<file path="config.mk">
export PLATFORM = sky130hd
export DESIGN_NAME = fir_out_decim_flat
export DESIGN_NICKNAME = d
export VERILOG_FILES = /design/src/rtl/fir_out_decim_if.sv /design/src/rtl/fir_out_decim.sv /design/src/flat_wrapper.sv
export SDC_FILE = /design/constraint.sdc
export NUM_CORES = 1
export LEC_CHECK = 0
export BUFFER_PORTS_ARGS = -buffer_cell sky130_fd_sc_hd__clkbuf_2
export CAP_MARGIN = 20
export CORE_MARGIN = 1.5
export CORE_UTILIZATION = 35
export DETAILED_ROUTE_END_ITERATION = 6
export GPL_TIMING_DRIVEN = 0
export HOLD_SLACK_MARGIN = 0.05
export PLACE_DENSITY = 0.6
export SYNTH_ARGS = -nofsm -noshare
export SYNTH_HDL_FRONTEND = slang
export SYNTH_SLANG_ARGS = --single-unit
</file>
<file path="constraint.sdc">
create_clock -name clk -period 4.25 [get_ports clk]
set_input_delay 0.85 -clock clk [delete_from_list [all_inputs] [get_ports clk]]
set_output_delay 0.85 -clock clk [all_outputs]
set_load 0.005 [all_outputs]
</file>
<file path="src/rtl/fir_out_decim_if.sv">
// Stream bundle between the FIR output stage and its neighbours: FIR sample in, FIFO head out, status.
// No logic lives here; the DUT side uses the master modport, the environment the slave modport.
// Level width follows DEPTH so the occupancy can show the full count DEPTH.
interface fir_out_decim_if #(
  parameter int DEPTH  = 4,
  parameter int DROP_W = 8
);
  localparam int LVL_W = $clog2(DEPTH) + 1;

  logic signed [17:0] i_y;
  logic               i_valid;
  logic        [15:0] o_data;
  logic               o_sat;
  logic               o_valid;
  logic               i_ready;
  logic [LVL_W-1:0]   o_level;
  logic [DROP_W-1:0]  o_drop_cnt;

  modport master (
    input  i_y, i_valid, i_ready,
    output o_data, o_sat, o_valid, o_level, o_drop_cnt
  );

  modport slave (
    output i_y, i_valid, i_ready,
    input  o_data, o_sat, o_valid, o_level, o_drop_cnt
  );
endinterface

</file>
<file path="src/rtl/fir_out_decim.sv">
// Keeps one of every DECIM FIR samples, saturates S(18,15) to S(16,15), buffers in a FWFT FIFO.
// Latency: 2 edges from the input sample edge to o_valid (stage-1 register, then FIFO write).
// Backpressure: none toward the FIR; a kept sample arriving at a full FIFO with no read is dropped and counted.
module fir_out_decim #(
  parameter int DECIM  = 4,
  parameter int DEPTH  = 4,
  parameter int DROP_W = 8
) (
  input logic             clk,
  input logic             i_rst,
  fir_out_decim_if.master bus
);
  localparam int PH_W  = (DECIM > 1) ? $clog2(DECIM) : 1;
  localparam int AW    = $clog2(DEPTH);
  localparam int LVL_W = AW + 1;

  logic [PH_W-1:0]   ph;
  logic              keep;
  logic [15:0]       sat_data;
  logic              sat_flag;
  logic [15:0]       s1_data;
  logic              s1_sat;
  logic              s1_vld;
  logic [16:0]       mem [DEPTH];
  logic [AW-1:0]     wr_ptr;
  logic [AW-1:0]     rd_ptr;
  logic [LVL_W-1:0]  level;
  logic [DROP_W-1:0] drop_cnt;
  logic              not_empty;
  logic              full;
  logic              rd_en;
  logic              wr_en;
  logic              drop;

  assign keep = bus.i_valid && (ph == '0);

  // Phase counter: advances on every valid input sample, wraps at DECIM-1.
  always_ff @(posedge clk or negedge i_rst) begin
    if (!i_rst) begin
      ph <= '0;
    end else if (bus.i_valid) begin
      if (ph == PH_W'(DECIM - 1)) ph <= '0;
      else                        ph <= ph + PH_W'(1);
    end
  end

  // Clip to S(16,15): fractional bits line up, so only the top three bits decide overflow.
  always_comb begin
    sat_data = bus.i_y[15:0];
    sat_flag = 1'b0;
    if (!((bus.i_y[17:15] == 3'b000) || (bus.i_y[17:15] == 3'b111))) begin
      sat_flag = 1'b1;
      sat_data = bus.i_y[17] ? 16'h8000 : 16'h7FFF;
    end
  end

  // Stage-1 register: holds the saturated kept sample for one cycle.
  always_ff @(posedge clk or negedge i_rst) begin
    if (!i_rst) begin
      s1_data <= '0;
      s1_sat  <= 1'b0;
      s1_vld  <= 1'b0;
    end else begin
      s1_vld <= keep;
      if (keep) begin
        s1_data <= sat_data;
        s1_sat  <= sat_flag;
      end
    end
  end

  // A read at full frees a slot in the same cycle, so a concurrent write is accepted rather than dropped.
  assign not_empty = (level != '0);
  assign full      = (level == LVL_W'(DEPTH));
  assign rd_en     = not_empty && bus.i_ready;
  assign wr_en     = s1_vld && (!full || rd_en);
  assign drop      = s1_vld && full && !rd_en;

  // FIFO storage: contents need no reset since the head is masked while empty.
  always_ff @(posedge clk) begin
    if (wr_en) mem[wr_ptr] <= {s1_sat, s1_data};
  end

  // FIFO pointers and occupancy; pointers wrap naturally since DEPTH is a power of two.
  always_ff @(posedge clk or negedge i_rst) begin
    if (!i_rst) begin
      wr_ptr <= '0;
      rd_ptr <= '0;
      level  <= '0;
    end else begin
      if (wr_en) wr_ptr <= wr_ptr + AW'(1);
      if (rd_en) rd_ptr <= rd_ptr + AW'(1);
      unique case ({wr_en, rd_en})
        2'b10:   level <= level + LVL_W'(1);
        2'b01:   level <= level - LVL_W'(1);
        default: level <= level;
      endcase
    end
  end

  // Drop counter: counts samples lost to a full FIFO, sticks at all ones.
  always_ff @(posedge clk or negedge i_rst) begin
    if (!i_rst) begin
      drop_cnt <= '0;
    end else if (drop && (drop_cnt != '1)) begin
      drop_cnt <= drop_cnt + DROP_W'(1);
    end
  end

  assign bus.o_valid    = not_empty;
  assign bus.o_data     = not_empty ? mem[rd_ptr][15:0] : 16'h0000;
  assign bus.o_sat      = not_empty ? mem[rd_ptr][16]   : 1'b0;
  assign bus.o_level    = level;
  assign bus.o_drop_cnt = drop_cnt;
endmodule

</file>
<file path="src/flat_wrapper.sv">
// flat-port wrapper written by rule: the top's interface ports become plain ports
module fir_out_decim_flat 
#(
  parameter int DECIM  = 4,
  parameter int DEPTH  = 4,
  parameter int DROP_W = 8
)
  (clk, i_rst, bus_i_y, bus_i_valid, bus_i_ready, bus_o_data, bus_o_sat, bus_o_valid, bus_o_level, bus_o_drop_cnt);
  fir_out_decim_if #(.DEPTH(DEPTH), .DROP_W(DROP_W)) bus_i ();
  input logic clk;
  input logic i_rst;
  input wire logic [$bits(bus_i.i_y)-1:0] bus_i_y;
  input wire logic [$bits(bus_i.i_valid)-1:0] bus_i_valid;
  input wire logic [$bits(bus_i.i_ready)-1:0] bus_i_ready;
  output wire logic [$bits(bus_i.o_data)-1:0] bus_o_data;
  output wire logic [$bits(bus_i.o_sat)-1:0] bus_o_sat;
  output wire logic [$bits(bus_i.o_valid)-1:0] bus_o_valid;
  output wire logic [$bits(bus_i.o_level)-1:0] bus_o_level;
  output wire logic [$bits(bus_i.o_drop_cnt)-1:0] bus_o_drop_cnt;
  assign bus_i.i_y = bus_i_y;
  assign bus_i.i_valid = bus_i_valid;
  assign bus_i.i_ready = bus_i_ready;
  assign bus_o_data = bus_i.o_data;
  assign bus_o_sat = bus_i.o_sat;
  assign bus_o_valid = bus_i.o_valid;
  assign bus_o_level = bus_i.o_level;
  assign bus_o_drop_cnt = bus_i.o_drop_cnt;
  fir_out_decim #(.DECIM(DECIM), .DEPTH(DEPTH), .DROP_W(DROP_W)) u_core (.clk(clk), .i_rst(i_rst), .bus(bus_i));
endmodule
</file>
==> impl_metrics.tcl <==
set metrics [dict create \
    met2_usage_pct 20.2 \
    final_nets 428 \
    syn_area_per_cell_um2 13.5 \
    async_flop_share_pct 34.0 \
    rsz0062_at_grt "no" \
    start_util_pct 36.0 \
    synth-compound-area-share_pct 4.72 \
    avgRoutedWirePerCell_um 14.2 \
    cp_top_family "simple AND/OR/NAND/NOR gates" \
    reg2reg_depth 10 \
    fin_skew_ns 0.00485 \
    synth_top_family_by_area "simple AND/OR/NAND/NOR gates" \
    post_cts_buffers 0 \
    grt_usage_pct 13.0 \
    synthSimpleGateAreaFrac_pct 13.2 \
    fill_cells 1177 \
    post_cts_resized 0 \
    synth-xor-area-share_pct 1.54 \
    path_depth 5 \
    synthCells 337 \
    htreeDepth 3 \
    top_usage_layer "met2" \
    critPathSlowestCell "dfrtp_1" \
    fmax_mhz 368 \
    ys_top_cells_by_area "edfxtp_1 45%, dfrtp_1 19%, mux4_1 9.2%" \
    drt-total-wl_um 8160 \
    via_per_inst 4.65 \
    worstPathCellList "or3_1 -> buf_2 -> clkbuf_1 -> and2_1 -> clkbuf_2" \
    diodes 0 \
    grt_pass1_vias 2614 \
    rr_endpoint "u_core.bus.o_level[2]" \
    ant_nets 0 \
    p_per_area_mw_per_mm2 623 \
    numCtsBuffers 9 \
    arrival_ns 1.87 \
    holdCritPathClass "reg2reg" \
    die_w_um 117 \
    num_rows 41 \
    cts.sink_count 103 \
    synth.area.mux_share_pct 11.1 \
    hold_buffers 0 \
    post-route-period-util_pct 64.0 \
    synth_fa_ha_area_share_pct 2.63 \
    status "finished, final reports clean" \
    post-synth-top-area-cell "edfxtp_1" \
    drive_gt1_share_pct 19.4 \
    utilization_pct 42.1 \
    maxCapViolations 0 \
    insertion_delay_ns 0.34 \
    place_congestion 0.766 \
    hold_violations 0 \
    start_kind "flop" \
    drtPass1Iterations 4 \
    grt-ovfl-total 0 \
    synth_edf_count 68 \
    finalSetupViolations 0 \
    antenna_found_initial 0 \
    global_route.usage.met1_pct 17.8 \
    ys_types 37 \
    clockBufferDepth 2 \
    synth_area_mm2 0.00456 \
    p_leak_nw 2.17 \
    endpoint_kind "output port" \
    core_mm2 0.0127 \
    ys_seq_area_share_pct 64.0 \
    relSlewSlack_pct 40.5 \
    critical_path.max_stage_delay_ns 0.45 \
    syn-num-nets 368 \
    crit_required_ns 3.40 \
    ir_drop_mv 0.249 \
    synth.top_cell.area_share_pct 44.8 \
    vias 2671 \
    drtIter0Drc 162 \
    io_pins 51 \
    dieArea_mm2 0.0137 \
    slew_violations 0 \
    dieHeight_um 117 \
    drcViolationCount 0 \
    grt_max_degree 36 \
    crit_path_start "u_core.bus.o_level[0]" \
    crit_end "bus_o_data[6]" \
    fin_cells 574 \
    grt_pass1_wl_um 13400 \
    dp_cells 558 \
    worstSetupPathType "reg2out" \
    clk_pin_slew_ns 0.06 \
    dp_hpwl_um 5720 \
    cp_num_buf_inv 3 \
    r2r_start "u_core.bus.o_level[0]" \
    cts_root_buf "clkbuf_16" \
    synth_flop_cell "edfxtp_1" \
    port_buffers 49 \
    reg2reg_slack_ns 1.97 \
    cts_tree "done" \
    grt_util_met3_pct 2.78 \
    ys_ff_latch 103 \
    worst_slew_pin_slew_ns 0.892 \
    area_growth_pct 16.9 \
    cp_max_fo 10 \
    setup_tns_ns 0 \
    yosysWarnings 0 \
    min_period_ns 2.72 \
]
-- worst reg2reg max path, delay by kind of cell, from the launching register on --
family | cells | cell delay, ns
xor+xnor | 2 | 0.30
fa+ha+maj | 2 | 0.55
buf+inv | 3 | 0.32
flops | 1 | 0.45
simple gates | 3 | 0.58
-- power by group --
group / switching [mW] / internal, mW / total [mW] / leakage, nW
registers: 0.173 / 1.38 / 1.55 / 1.06
logic: 0.458 / 0.476 / 0.933 / 0.951
clock network: 0.339 / 0.497 / 0.836 / 0.150
-- flip-flops by register name, summed over array words and instances (netlist names) --
signal	count
u_core.wr_ptr	2
u_core.bus.o_drop_cnt	8
u_core.s1_sat	1
u_core.ph	2
u_core.bus.o_level	3
u_core.mem	68
u_core.rd_ptr	2
u_core.s1_vld	1
u_core.s1_data	16
-- through the flow --
stage | total power, mW | setup slack [ns] | area (um^2) | hold WS, ns
6_report | 3.32 | 1.53 | 5330 | 0.510
5_1_grt | 3.53 | 1.41 | 5330 | 0.535
4_1_cts | 3.37 | 1.47 | 5330 | 0.512
3_5_place_dp | 2.53 | 1.49 | 5020 | 0.503
3_3_place_gp | 2.49 | 1.53 | 5020 | 0.494
2_1_floorplan | 2.15 | 1.81 | 4560 | 0.471
-- synth_stat cells (2+ instances only) --
cell type,instances
mux2_4,2
and3_1,4
buf_2,3
inv_1,10
clkbuf_1,13
o21ai_1,3
mux4_1,16
nand2_1,54
edfxtp_1,68
nor3_2,2
nor2_1,33
xnor2_1,4
and2_1,22
xor2_1,4
dfrtp_1,35
ha_1,8
mux2_2,2
o21ai_0,33
nand3_1,3
-- worst min path at each step --
stage | slack [ns] | from | cells past startpoint | endpoint
after global placement | 0.49 | u_core.s1_data[6] | 0 | u_core.mem[1][6]
after CTS | 0.51 | u_core.bus.o_level[2] | 1 | u_core.bus.o_level[2]
after floorplan | 0.47 | u_core.s1_data[15] | 0 | u_core.mem[0][15]
after detailed placement | 0.50 | u_core.s1_data[6] | 0 | u_core.mem[2][6]
final | 0.51 | u_core.bus.o_level[2] | 1 | u_core.bus.o_level[2]
after global routing | 0.54 | u_core.bus.o_level[2] | 1 | u_core.bus.o_level[2]
-- routing by layer --
layer	wire length, um	share of wire [%]
met1	3810	47
met2	3900	48
met3	314	3.8
met4	140	1.7
met5	0	0
-- logic make-up (layout without fill, tap and decap cells) --
| kind of cell | after synthesis | in the layout |
|---|---|---|
| AND/OR/NAND/NOR | 126 | 126 |
| flip-flops | 103 | 103 |
| AO/OA/AOI/OAI | 41 | 41 |
| buffers and inverters | 28 | 93 |
| multiplexers | 22 | 22 |
| adder cells (fa/ha/maj) | 9 | 9 |
| XOR/XNOR | 8 | 8 |
-- final cells by class --
| type | instances | area [um^2] | share of cell area, % |
|---|---|---|---|
| multi-input cells | 206 | 1510 | 28.4 |
| inverters | 10 | 37.5 | 0.704 |
| clock inverters | 3 | 47.5 | 0.892 |
| plain buffers | 18 | 95.1 | 1.78 |
| clock buffers | 13 | 262 | 4.90 |
| flip-flops and latches | 103 | 2920 | 54.7 |
| well taps | 172 | 215 | 4.04 |
| repair buffers | 49 | 245 | 4.60 |
-- placed cells by master, fill, tap and decap left out, types with 8 or more instances in the layout --
cell       instances
clkbuf_2          49
and2_1            22
dfrtp_1           35
clkbuf_16         10
edfxtp_1          68
ha_1               8
inv_1             10
clkbuf_1          16
mux4_1            16
nor2_1            33
o21ai_0           33
nand2_1           54
No activity file was read; power rests on OpenSTA's default activity.
